`src/rtl/maxex_k_sequencer_if.sv`:
```
// Bundles the job, operand, reduction-unit and result signals of the K-chunk sequencer.
// master = job source / operand feeder / result consumer / reduction unit; slave = sequencer.
interface maxex_k_sequencer_if #(
    parameter int W  = 16,
    parameter int KW = 8
);
    logic            start;
    logic            func_in;
    logic [KW-1:0]   nsteps;
    logic [W-1:0]    init;
    logic            busy;

    logic            op_valid;
    logic            op_ready;
    logic [8*W-1:0]  op_data;

    logic [8*W-1:0]  u_ops;
    logic [W-1:0]    u_e;
    logic            u_func;
    logic [W-1:0]    u_out;

    logic            res_valid;
    logic            res_ready;
    logic [W-1:0]    res_data;

    modport master (
        output start, func_in, nsteps, init, op_valid, op_data, u_out, res_ready,
        input  busy, op_ready, u_ops, u_e, u_func, res_valid, res_data
    );

    modport slave (
        input  start, func_in, nsteps, init, op_valid, op_data, u_out, res_ready,
        output busy, op_ready, u_ops, u_e, u_func, res_valid, res_data
    );
endinterface

```
`src/rtl/maxex_k_sequencer.sv`:
```
// K-beat semiring dot-product sequencer around a combinational max-plus/max-times unit; optional MAXEX_SEQ_PIPE_EN.
// Latency: result valid 1 cycle after last beat (2 with MAXEX_SEQ_PIPE_EN), 1 cycle after start when nsteps=0.
// Backpressure: op_valid low stalls with acc held; res_ready low holds DONE and all result outputs stable.
module maxex_k_sequencer #(
    parameter int W  = 16,
    parameter int KW = 8
) (
    input  logic               clk,
    input  logic               rst,
    maxex_k_sequencer_if.slave bus
);

`ifdef MAXEX_SEQ_PIPE_EN
    typedef enum logic [1:0] {IDLE, ISSUE, CAPTURE, DONE} state_t;
`else
    typedef enum logic [1:0] {IDLE, RUN, DONE} state_t;
`endif

    localparam logic [KW-1:0] CNT_ONE = {{(KW-1){1'b0}}, 1'b1};

    state_t          state, state_n;
    logic [W-1:0]    acc, acc_n;
    logic [KW-1:0]   cnt, cnt_n;
    logic [KW-1:0]   nsteps_q, nsteps_n;
    logic            func_q, func_n;
    logic            op_ready_c;
    logic            res_valid_c;
    logic            last_beat;
`ifdef MAXEX_SEQ_PIPE_EN
    logic [8*W-1:0]  ops_q, ops_n;
`endif

    // nsteps_q is nonzero whenever a beat is being consumed, so the subtraction cannot underflow
    assign last_beat = (cnt == (nsteps_q - CNT_ONE));

    always_ff @(posedge clk) begin
        if (rst) begin
            state    <= IDLE;
            acc      <= '0;
            cnt      <= '0;
            nsteps_q <= '0;
            func_q   <= 1'b0;
`ifdef MAXEX_SEQ_PIPE_EN
            ops_q    <= '0;
`endif
        end else begin
            state    <= state_n;
            acc      <= acc_n;
            cnt      <= cnt_n;
            nsteps_q <= nsteps_n;
            func_q   <= func_n;
`ifdef MAXEX_SEQ_PIPE_EN
            ops_q    <= ops_n;
`endif
        end
    end

    always_comb begin
        state_n     = state;
        acc_n       = acc;
        cnt_n       = cnt;
        nsteps_n    = nsteps_q;
        func_n      = func_q;
        op_ready_c  = 1'b0;
        res_valid_c = 1'b0;
`ifdef MAXEX_SEQ_PIPE_EN
        ops_n       = ops_q;
`endif
        case (state)
            IDLE: begin
                if (bus.start) begin
                    func_n   = bus.func_in;
                    nsteps_n = bus.nsteps;
                    acc_n    = bus.init;
                    cnt_n    = '0;
`ifdef MAXEX_SEQ_PIPE_EN
                    state_n  = (bus.nsteps == '0) ? DONE : ISSUE;
`else
                    state_n  = (bus.nsteps == '0) ? DONE : RUN;
`endif
                end
            end
`ifdef MAXEX_SEQ_PIPE_EN
            ISSUE: begin
                op_ready_c = 1'b1;
                if (bus.op_valid) begin
                    ops_n   = bus.op_data;
                    state_n = CAPTURE;
                end
            end
            CAPTURE: begin
                acc_n   = bus.u_out;
                cnt_n   = cnt + CNT_ONE;
                state_n = last_beat ? DONE : ISSUE;
            end
`else
            RUN: begin
                op_ready_c = 1'b1;
                if (bus.op_valid) begin
                    acc_n = bus.u_out;
                    cnt_n = cnt + CNT_ONE;
                    if (last_beat) begin
                        state_n = DONE;
                    end
                end
            end
`endif
            DONE: begin
                res_valid_c = 1'b1;
                if (bus.res_ready) begin
                    state_n = IDLE;
                end
            end
            default: begin
                state_n = IDLE;
            end
        endcase
    end

    assign bus.busy      = (state != IDLE);
    assign bus.op_ready  = op_ready_c;
    assign bus.res_valid = res_valid_c;
    assign bus.res_data  = (state == DONE) ? acc : '0;
    assign bus.u_e       = acc;
    assign bus.u_func    = func_q;
`ifdef MAXEX_SEQ_PIPE_EN
    assign bus.u_ops     = ops_q;
`else
    assign bus.u_ops     = bus.op_data;
`endif

endmodule

```
`src/flat_wrapper.sv`:
```
// flat-port wrapper written by rule: the top's interface ports become plain ports
module maxex_k_sequencer_flat 
#(
    parameter int W  = 16,
    parameter int KW = 8
)
  (clk, rst, bus_start, bus_func_in, bus_nsteps, bus_init, bus_op_valid, bus_op_data, bus_u_out, bus_res_ready, bus_busy, bus_op_ready, bus_u_ops, bus_u_e, bus_u_func, bus_res_valid, bus_res_data);
  maxex_k_sequencer_if #(.W(W), .KW(KW)) bus_i ();
  input  logic clk;
  input  logic rst;
  input wire logic [$bits(bus_i.start)-1:0] bus_start;
  input wire logic [$bits(bus_i.func_in)-1:0] bus_func_in;
  input wire logic [$bits(bus_i.nsteps)-1:0] bus_nsteps;
  input wire logic [$bits(bus_i.init)-1:0] bus_init;
  input wire logic [$bits(bus_i.op_valid)-1:0] bus_op_valid;
  input wire logic [$bits(bus_i.op_data)-1:0] bus_op_data;
  input wire logic [$bits(bus_i.u_out)-1:0] bus_u_out;
  input wire logic [$bits(bus_i.res_ready)-1:0] bus_res_ready;
  output wire logic [$bits(bus_i.busy)-1:0] bus_busy;
  output wire logic [$bits(bus_i.op_ready)-1:0] bus_op_ready;
  output wire logic [$bits(bus_i.u_ops)-1:0] bus_u_ops;
  output wire logic [$bits(bus_i.u_e)-1:0] bus_u_e;
  output wire logic [$bits(bus_i.u_func)-1:0] bus_u_func;
  output wire logic [$bits(bus_i.res_valid)-1:0] bus_res_valid;
  output wire logic [$bits(bus_i.res_data)-1:0] bus_res_data;
  assign bus_i.start = bus_start;
  assign bus_i.func_in = bus_func_in;
  assign bus_i.nsteps = bus_nsteps;
  assign bus_i.init = bus_init;
  assign bus_i.op_valid = bus_op_valid;
  assign bus_i.op_data = bus_op_data;
  assign bus_i.u_out = bus_u_out;
  assign bus_i.res_ready = bus_res_ready;
  assign bus_busy = bus_i.busy;
  assign bus_op_ready = bus_i.op_ready;
  assign bus_u_ops = bus_i.u_ops;
  assign bus_u_e = bus_i.u_e;
  assign bus_u_func = bus_i.u_func;
  assign bus_res_valid = bus_i.res_valid;
  assign bus_res_data = bus_i.res_data;
  maxex_k_sequencer #(.W(W), .KW(KW)) u_core (.clk(clk), .rst(rst), .bus(bus_i));
endmodule
```
`config.mk`:
```
export PLATFORM = sky130hd
export DESIGN_NAME = maxex_k_sequencer_flat
export DESIGN_NICKNAME = d
export VERILOG_FILES = /design/src/rtl/maxex_k_sequencer_if.sv /design/src/rtl/maxex_k_sequencer.sv /design/src/flat_wrapper.sv
export SDC_FILE = /design/constraint.sdc
export NUM_CORES = 1
export LEC_CHECK = 0
export ABC_AREA = 1
export CAP_MARGIN = 20
export CELL_PAD_IN_SITES_DETAIL_PLACEMENT = 1
export CELL_PAD_IN_SITES_GLOBAL_PLACEMENT = 1
export CORE_AREA = 2 2 131 133
export DETAILED_ROUTE_END_ITERATION = 7
export DIE_AREA = 0 0 133 135
export DONT_BUFFER_PORTS = 1
export PLACE_DENSITY_LB_ADDON = 0.1
export SLEW_MARGIN = 30
export SYNTH_ARGS = -nofsm -noshare
export SYNTH_HDL_FRONTEND = slang
export SYNTH_SLANG_ARGS = --single-unit
```
`constraint.sdc`:
```
create_clock -name clk -period 1.45 [get_ports clk]
set_clock_uncertainty 0.05 [all_clocks]
set_input_delay 0.435 -clock clk [delete_from_list [all_inputs] [get_ports clk]]
set_output_delay 0.435 -clock clk [all_outputs]
set_load 0.02 [all_outputs]
```
==> summary.md <==
| Metric | Value |
|---|---|
| Met3 GRT Util | 0.0450 |
| Routed wire length | ~10 mm |
| Worst Path Max Fanout | 17 |
| Worst path depth | 5 |
| Cell Area, Synth | 2950 µm² |
| Row Count | 47 |
| Total gr overflow | 0 |
| Sequential share of the synthesized area | 0.237 |
| Synth Area in XOR/XNOR | 0.0297 |
| DRC marker count from the first detailed-route iteration | 43 |
| Post-route insts no fill | slightly below 600 |
| Post-Synth Adder-Cell Area | 0.00848 |
| Clock period minus final worst setup slack | roughly 1.7 ns |
| Worst setup path startpoint | u_core.state[0] |
| Final setup violation count | 42 |
| P_int | roughly 3.8 mW |
| Routed len/inst | 16.9 µm |
| Tcrit/Tclk final | 1.14 |
| Crit path DAT | 1.17 ns |
| Die H | ~140 µm |
| DR DRC count | 0 |
| Peak supply drop | 0.000528 V |
| Hold Buf Count CTS | 0 |
| Area leader, netlist | buf_4 |
| Placement Setup Slack | -0.123 ns |
| Design area | 3330 µm² |
| Setup crit end | bus_res_data[13] |
| Syn nets | roughly 610 |
| Final Util | 0.203 |
| Sw Pwr | between 2 and 3 mW |
| Post-Synth Simple-Gate Area | 0.223 |
| Fmax achieved | 603 MHz |
| Post-placement cell count | between 500 and 600 |
| CTS tree | built |
| Antenna violations before repair | 0 |
| Synth top area share | 0.328 |
| Reg2reg start | u_core.state[1] |
| Share of layout cells above drive strength 1 | 0.373 |
| Status | complete, but fails checks |
| Seq pwr share | 0.216 |
| Static leakage | 1.39 nW |
| Combinational Power Share | 0.602 |
| Via count | about 2,300 |
| Crit-path leading delay family | buffers and inverters |
| Root buffer cell | clkbuf_16 |
| Clock Latency Late Sink | 0.29 ns |
| Final Net Count | approximately 550 |
| Diode count | 0 |
| Max incr delay on CP | between 0.3 and 0.4 ns |
| Reg clk slew, reported paths | approximately 0.06 ns |
| Detailed-router iteration count before antenna repair | 4 |
| Max-Cap Viols | 0 |
| Die Width | 133 µm |
| Vias/cell | approximately 4.0 |
| Fill cell count | just under 2,000 |
| CTS max path bufs | 2 |
| R2R depth | 9 |
| Slew Limit Fails | 0 |
| Cells after Synth | between 400 and 500 |
| I/O pin count | 338 |
| Vias in the first global route | roughly 2,600 |
| Relative slew slack | 0.763 |
| First-pass GRT wire length | roughly 15 mm |
| R2R setup slack | -0.11 ns |
| Layout area overhead | 12.8% |
| GR peak layer | met2 |
| Hold Path Class | primary input to flop |
| Met1 Track Usage GR | 0.120 |
| WS Path Type | flop to output port |
| Pwr Density | a little over 2000 nW/µm² |
| GP Congestion | around 0.69 |
| Critical-path cell list | inv_4 -> nand2_4 -> buf_12 -> nor2_1 -> buf_4 |
| Avg Synthesized Cell Area | ~6.8 µm² |
| Failing checks | setup timing |
| CTS H-tree depth | 2 |
| DIE AREA | around 18,000 µm² |
| Netlist cell types | 31 |
| Post-route ant nets | 0 |
| Total CTS buffers | 5 |
| PnR worst setup slack | -0.208 ns |
| Slowest CP cell | dfxtp_4 |
| GRT Resource Usage Total | 0.112 |
| Yosys warns | 0 |
| Startpoint type of the worst setup path | flop |
| Met2 usage | 0.191 |
| Net Sw Frac | 0.433 |
| Critical path required time | approximately 0.97 ns |
| Kind of end point of the critical path | output port |
| RSZ-0062 raised after global routing | yes |
| Clk network pwr share | 0.181 |
| CP bufs+invs | 3 |
| Measured slew at the worst slew-check pin | roughly 0.35 ns |
| Worst reg2reg path endpoint | u_core.bus.u_e[7] |
| CTS sink count | 35 |
| Largest net degree at the start of global routing | 18 |
| Seq cells post-synth | 35 |
| Mux cell area share after synthesis | 0 |
| # port buffers | 0 |
| Dpl cell area | between 2000 and 3000 µm² |
| Final HPWL DP | around 6.9 mm |
| Final hold vios | 0 |
| Synth Area in Compound Gates | 0.101 |
| Core area | 16,400 µm² |
| Top post-synthesis cells by area | buf_4 33%, dfxtp_1 24%, nand2_1 8.7%, nor2_1 6.1%, inv_1 4.7% |
| Initial core utilization | 0.180 |
| Largest family of logic cells by synthesized area | buffers and inverters |
-- Yosys cell counts, drive strengths merged --
master,instances
ha,2
nand2,73
clkbuf,6
xor2,3
a31oi,17
clkinv,1
nor3b,1
nor4,2
o21ai,28
nand3,14
inv,38
xnor2,7
nor3,3
buf,135
dfxtp,35
nand3b,1
a21oi,9
nand4,1
nor2,54
a211oi,1
-- through the flow --
step	hold WS [ns]	power (mW)	setup TNS, ns
floorplan	0.409	3.63	-0.0621
global placement	0.447	4.26	-0.445
detailed placement	0.450	4.26	-0.787
CTS	0.141	6.65	-4.19
global route	0.140	7.23	-8.05
finish	0.154	6.71	-4.78
-- state kept, by name (all words and copies together), names as in the netlist --
signal             cells
u_core.bus.u_e        16
u_core.cnt             8
u_core.nsteps_q        8
u_core.state           2
u_core.bus.u_func      1
-- worst min-delay path by stage --
stage | from | end | slack, ns | depth (start not counted)
after global routing | rst | u_core.cnt[6] | 0.14 | 1
final | rst | u_core.cnt[6] | 0.15 | 1
after global placement | u_core.nsteps_q[7] | u_core.nsteps_q[7] | 0.45 | 2
after floorplan | u_core.nsteps_q[1] | u_core.nsteps_q[1] | 0.41 | 2
after CTS | rst | u_core.cnt[6] | 0.14 | 1
after detailed placement | u_core.nsteps_q[7] | u_core.nsteps_q[7] | 0.45 | 2
-- power groups by stage --
stage                     Clock, mW  Sequential (mW)  Combinational (mW)
after global placement            0             1.46                2.81
final                          1.22             1.45                4.04
after global routing           1.32             1.49                4.42
after detailed placement          0             1.46                2.80
after floorplan                   0             1.63                1.99
after CTS                      1.29             1.46                3.91
-- timing repair --
item,in CTS,in global routing
endpoints found under the setup margin,44,51
pin swaps,11,6
buffers inserted,9,5
resized for setup,55,44
gates cloned,5,0
-- kinds of logic (layout without fill, tap and decap cells) --
group           after synthesis  count (layout)
buf+inv                     180             122
simple gates                149             149
compound gates               55              55
flops                        35              35
xor+xnor                     10              10
fa+ha+maj                     2               2
-- layout by cell type, fill, tap and decap left out, drive strengths merged, types with 2 or more instances in the layout --
master | synthesis | routed
nor3 | 3 | 3
nor2 | 54 | 54
xnor2 | 7 | 7
xor2 | 3 | 3
nand2 | 73 | 73
dfxtp | 35 | 35
buf | 135 | 75
nand3 | 14 | 14
a31oi | 17 | 17
nor4 | 2 | 2
a21oi | 9 | 9
inv | 38 | 37
clkbuf | 6 | 8
o21ai | 28 | 28
ha | 2 | 2
-- final cells by class --
class	instances	area, µm²	area share
tap	220	275	0.0827
multi-input combinational	216	1230	0.369
clock buffer	8	156	0.0470
inverter	39	168	0.0504
sequential	35	711	0.213
timing repair buffer	75	792	0.238
-- routing by layer --
metal / vias to the layer above / part of all wire
li1: 1109 / -
met1: 1080 / 0.40
met2: 109 / 0.48
met3: 47 / 0.088
met4: 0 / 0.037
met5: - / 0
Power figures use the tool's default switching activity.
==> edit, RTL diff (same settings) <==
Reset style: asynchronous (`rst`), changed in one clocked block.
--- a/src/rtl/maxex_k_sequencer.sv
+++ b/src/rtl/maxex_k_sequencer.sv
@@ -35,3 +35,3 @@
 
-    always_ff @(posedge clk) begin
+    always_ff @(posedge clk or posedge rst) begin
         if (rst) begin
Function: differs if rst is asserted again (counterexample within 4 cycles, from zero or initial values and one cycle with rst high); with rst held inactive, the same outputs for 10 cycles.
==> edit against the original RTL <==
The run still ends with setup timing left; synthesized area increased by 1.7%; cell area decreased by 0.23%; total power increased by 14%; worst setup slack got worse by 0.12 ns; non-clock buffer count decreased by 9; sequential cell count unchanged; wire length increased by 0.24%; synthesized cell count decreased by 3.0%; global-route usage increased by 0.29 points; largest power group unchanged.
==> edit: results (changes against the original RTL) <==
metric;value;unit;change
failing checks;setup timing;;
WL per Instance;17.40;um;+3.2%
f_max;562.4;MHz;-6.7%
post-synthesis cell count;418;;-3.0%
worst hold-check path type;in2async;;
DR vias/cell;3.811;;-3.6%
largest net degree at the start of global routing;36;;+18
HPWL after DPL;7.707;mm;+11%
ratio of cells with drive above 1 in the final layout;0.3567;;-0.01591
first-pass GRT wire length;15.21;mm;+0.92%
Setup WS pre-CTS;-0.1773;ns;-0.05421 ns
sequential-to-total area share from yosys stat;0.2919;;+0.05442
Critical Path AT;1.29;ns;+0.12 ns
Synth Flop Type;dfrtp_1;;
met3 wire length;766;um;-12%
internal power;4.211;mW;+11%
Peak VDD IR;0.5416;mV;+2.5%
Post-synth ARST share;1.000;;+1.000
setup slack after layout;-0.3280;ns;-0.1199 ns
status;complete, but fails checks;;
Cells after DPL;555;;-2.1%
Layout Cells excl Fill;576;;-2.9%
Routed met2 length;5.279;mm;+10%
syn nets;594;;-2.1%
Worst-Margin Slew;0.2742;ns;-0.07845 ns
Synth area leaders;buf_4 (32%), dfrtp_1 (29%), nand2_1 (10%), nor2_1 (5.9%), inv_1 (5.1%);;
vias in the first global route;2508;;-2.8%
Pre-antenna DRT Iters;3;;-1
RePlAce Congestion;0.7158;;+4.1%
Setup Viol. Count Final;44;;+4.8%
Yosys cell types;29;;-6.5%
initial DRC count;71;;+65%
-- edit: changes by cell type after synthesis, sizes merged, moves of 3 or more --
cell	delta
o21ai	-16
inv	+5
a21oi	-6
dfxtp	-35
nand2	+11
nor2	-3
dfrtp	+35
xnor2	-4
nand4	+3
-- edit: timing repair --
action / 4_1_cts / 5_1_grt
pin swaps: 4 / 5
gates resized for setup: 35 / 18
endpoints found under the setup margin: 42 / 46
cloned: 3 / 0
hold endpoints to repair: 0 / 0
setup buffers: 8 / 2
-- edit: worst paths after layout --
path                       depth (start not counted)                            from                        endpoint  slack, ns
min in group clk                                   2                     bus_func_in   u_core.bus.u_func$_DFFE_PP0P_       0.21
setup reg to reg                                  11     u_core.state[0]$_DFFE_PP0P_       u_core.cnt[7]$_DFFE_PP0P_      -0.16
hold reg to reg                                    2  u_core.nsteps_q[7]$_DFFE_PP0P_  u_core.nsteps_q[7]$_DFFE_PP0P_       0.47
setup / recovery                                   4     u_core.state[0]$_DFFE_PP0P_                 bus_res_data[9]      -0.33
hold / removal                                     2                             rst  u_core.nsteps_q[2]$_DFFE_PP0P_       0.04
max in group asynchronous                          2                             rst     u_core.state[0]$_DFFE_PP0P_       1.10
-- edit: power groups by stage --
stage	registers [mW]	clock network, mW	logic, mW
floorplan	2.05	0	2.60
global placement	1.74	0	3.96
detailed placement	1.75	0	3.95
CTS	1.73	1.28	4.69
global route	1.80	1.33	5.25
finish	1.73	1.21	4.70
-- edit: layer usage --
metal  vias up  track usage
met1      1008       0.1128
met5         -            0
li1       1035            -
met3        55      0.04092
met2        97       0.2047
met4         0      0.07766
-- edit: cells by family after synthesis --
kind of cell | after synthesis | share of synthesized area
buffers and inverters | 183 | 0.3912
XOR/XNOR | 6 | 0.01752
multiplexers | 1 | 0.003336
flip-flops | 35 | 0.2919
adder cells (fa/ha/maj) | 2 | 0.008339
AO/OA/AOI/OAI | 33 | 0.06339
AND/OR/NAND/NOR | 158 | 0.2244
-- edit: per-stage QoR --
step                utilization  area [um2]  setup TNS [ns]
floorplan                     -        3122          -2.650
global placement         0.1717        2818          -3.403
detailed placement       0.1717        2818          -3.065
CTS                      0.1979        3247          -8.942
global route             0.2025        3322          -12.00
finish                   0.2025        3322          -8.030
-- edit: layout make-up --
| cell class | instances | area, um2 |
|---|---|---|
| fillers | 1963 | 13090 |
| multi-input cells | 200 | 1155 |
| flip-flops and latches | 35 | 878.3 |
| repair buffers | 66 | 660.6 |
| well taps | 220 | 275.3 |
| inverters | 46 | 186.4 |
| clock buffers | 7 | 152.6 |
| clock inverters | 1 | 7.507 |
| repair inverters | 1 | 6.256 |
-- edit: critical path: stages (launching register included) --
cell	delay [ns]
dfrtp_2	0.43
nor2_4	0.12
clkinv_4	0.11
buf_12	0.17
nor2_4	0.15
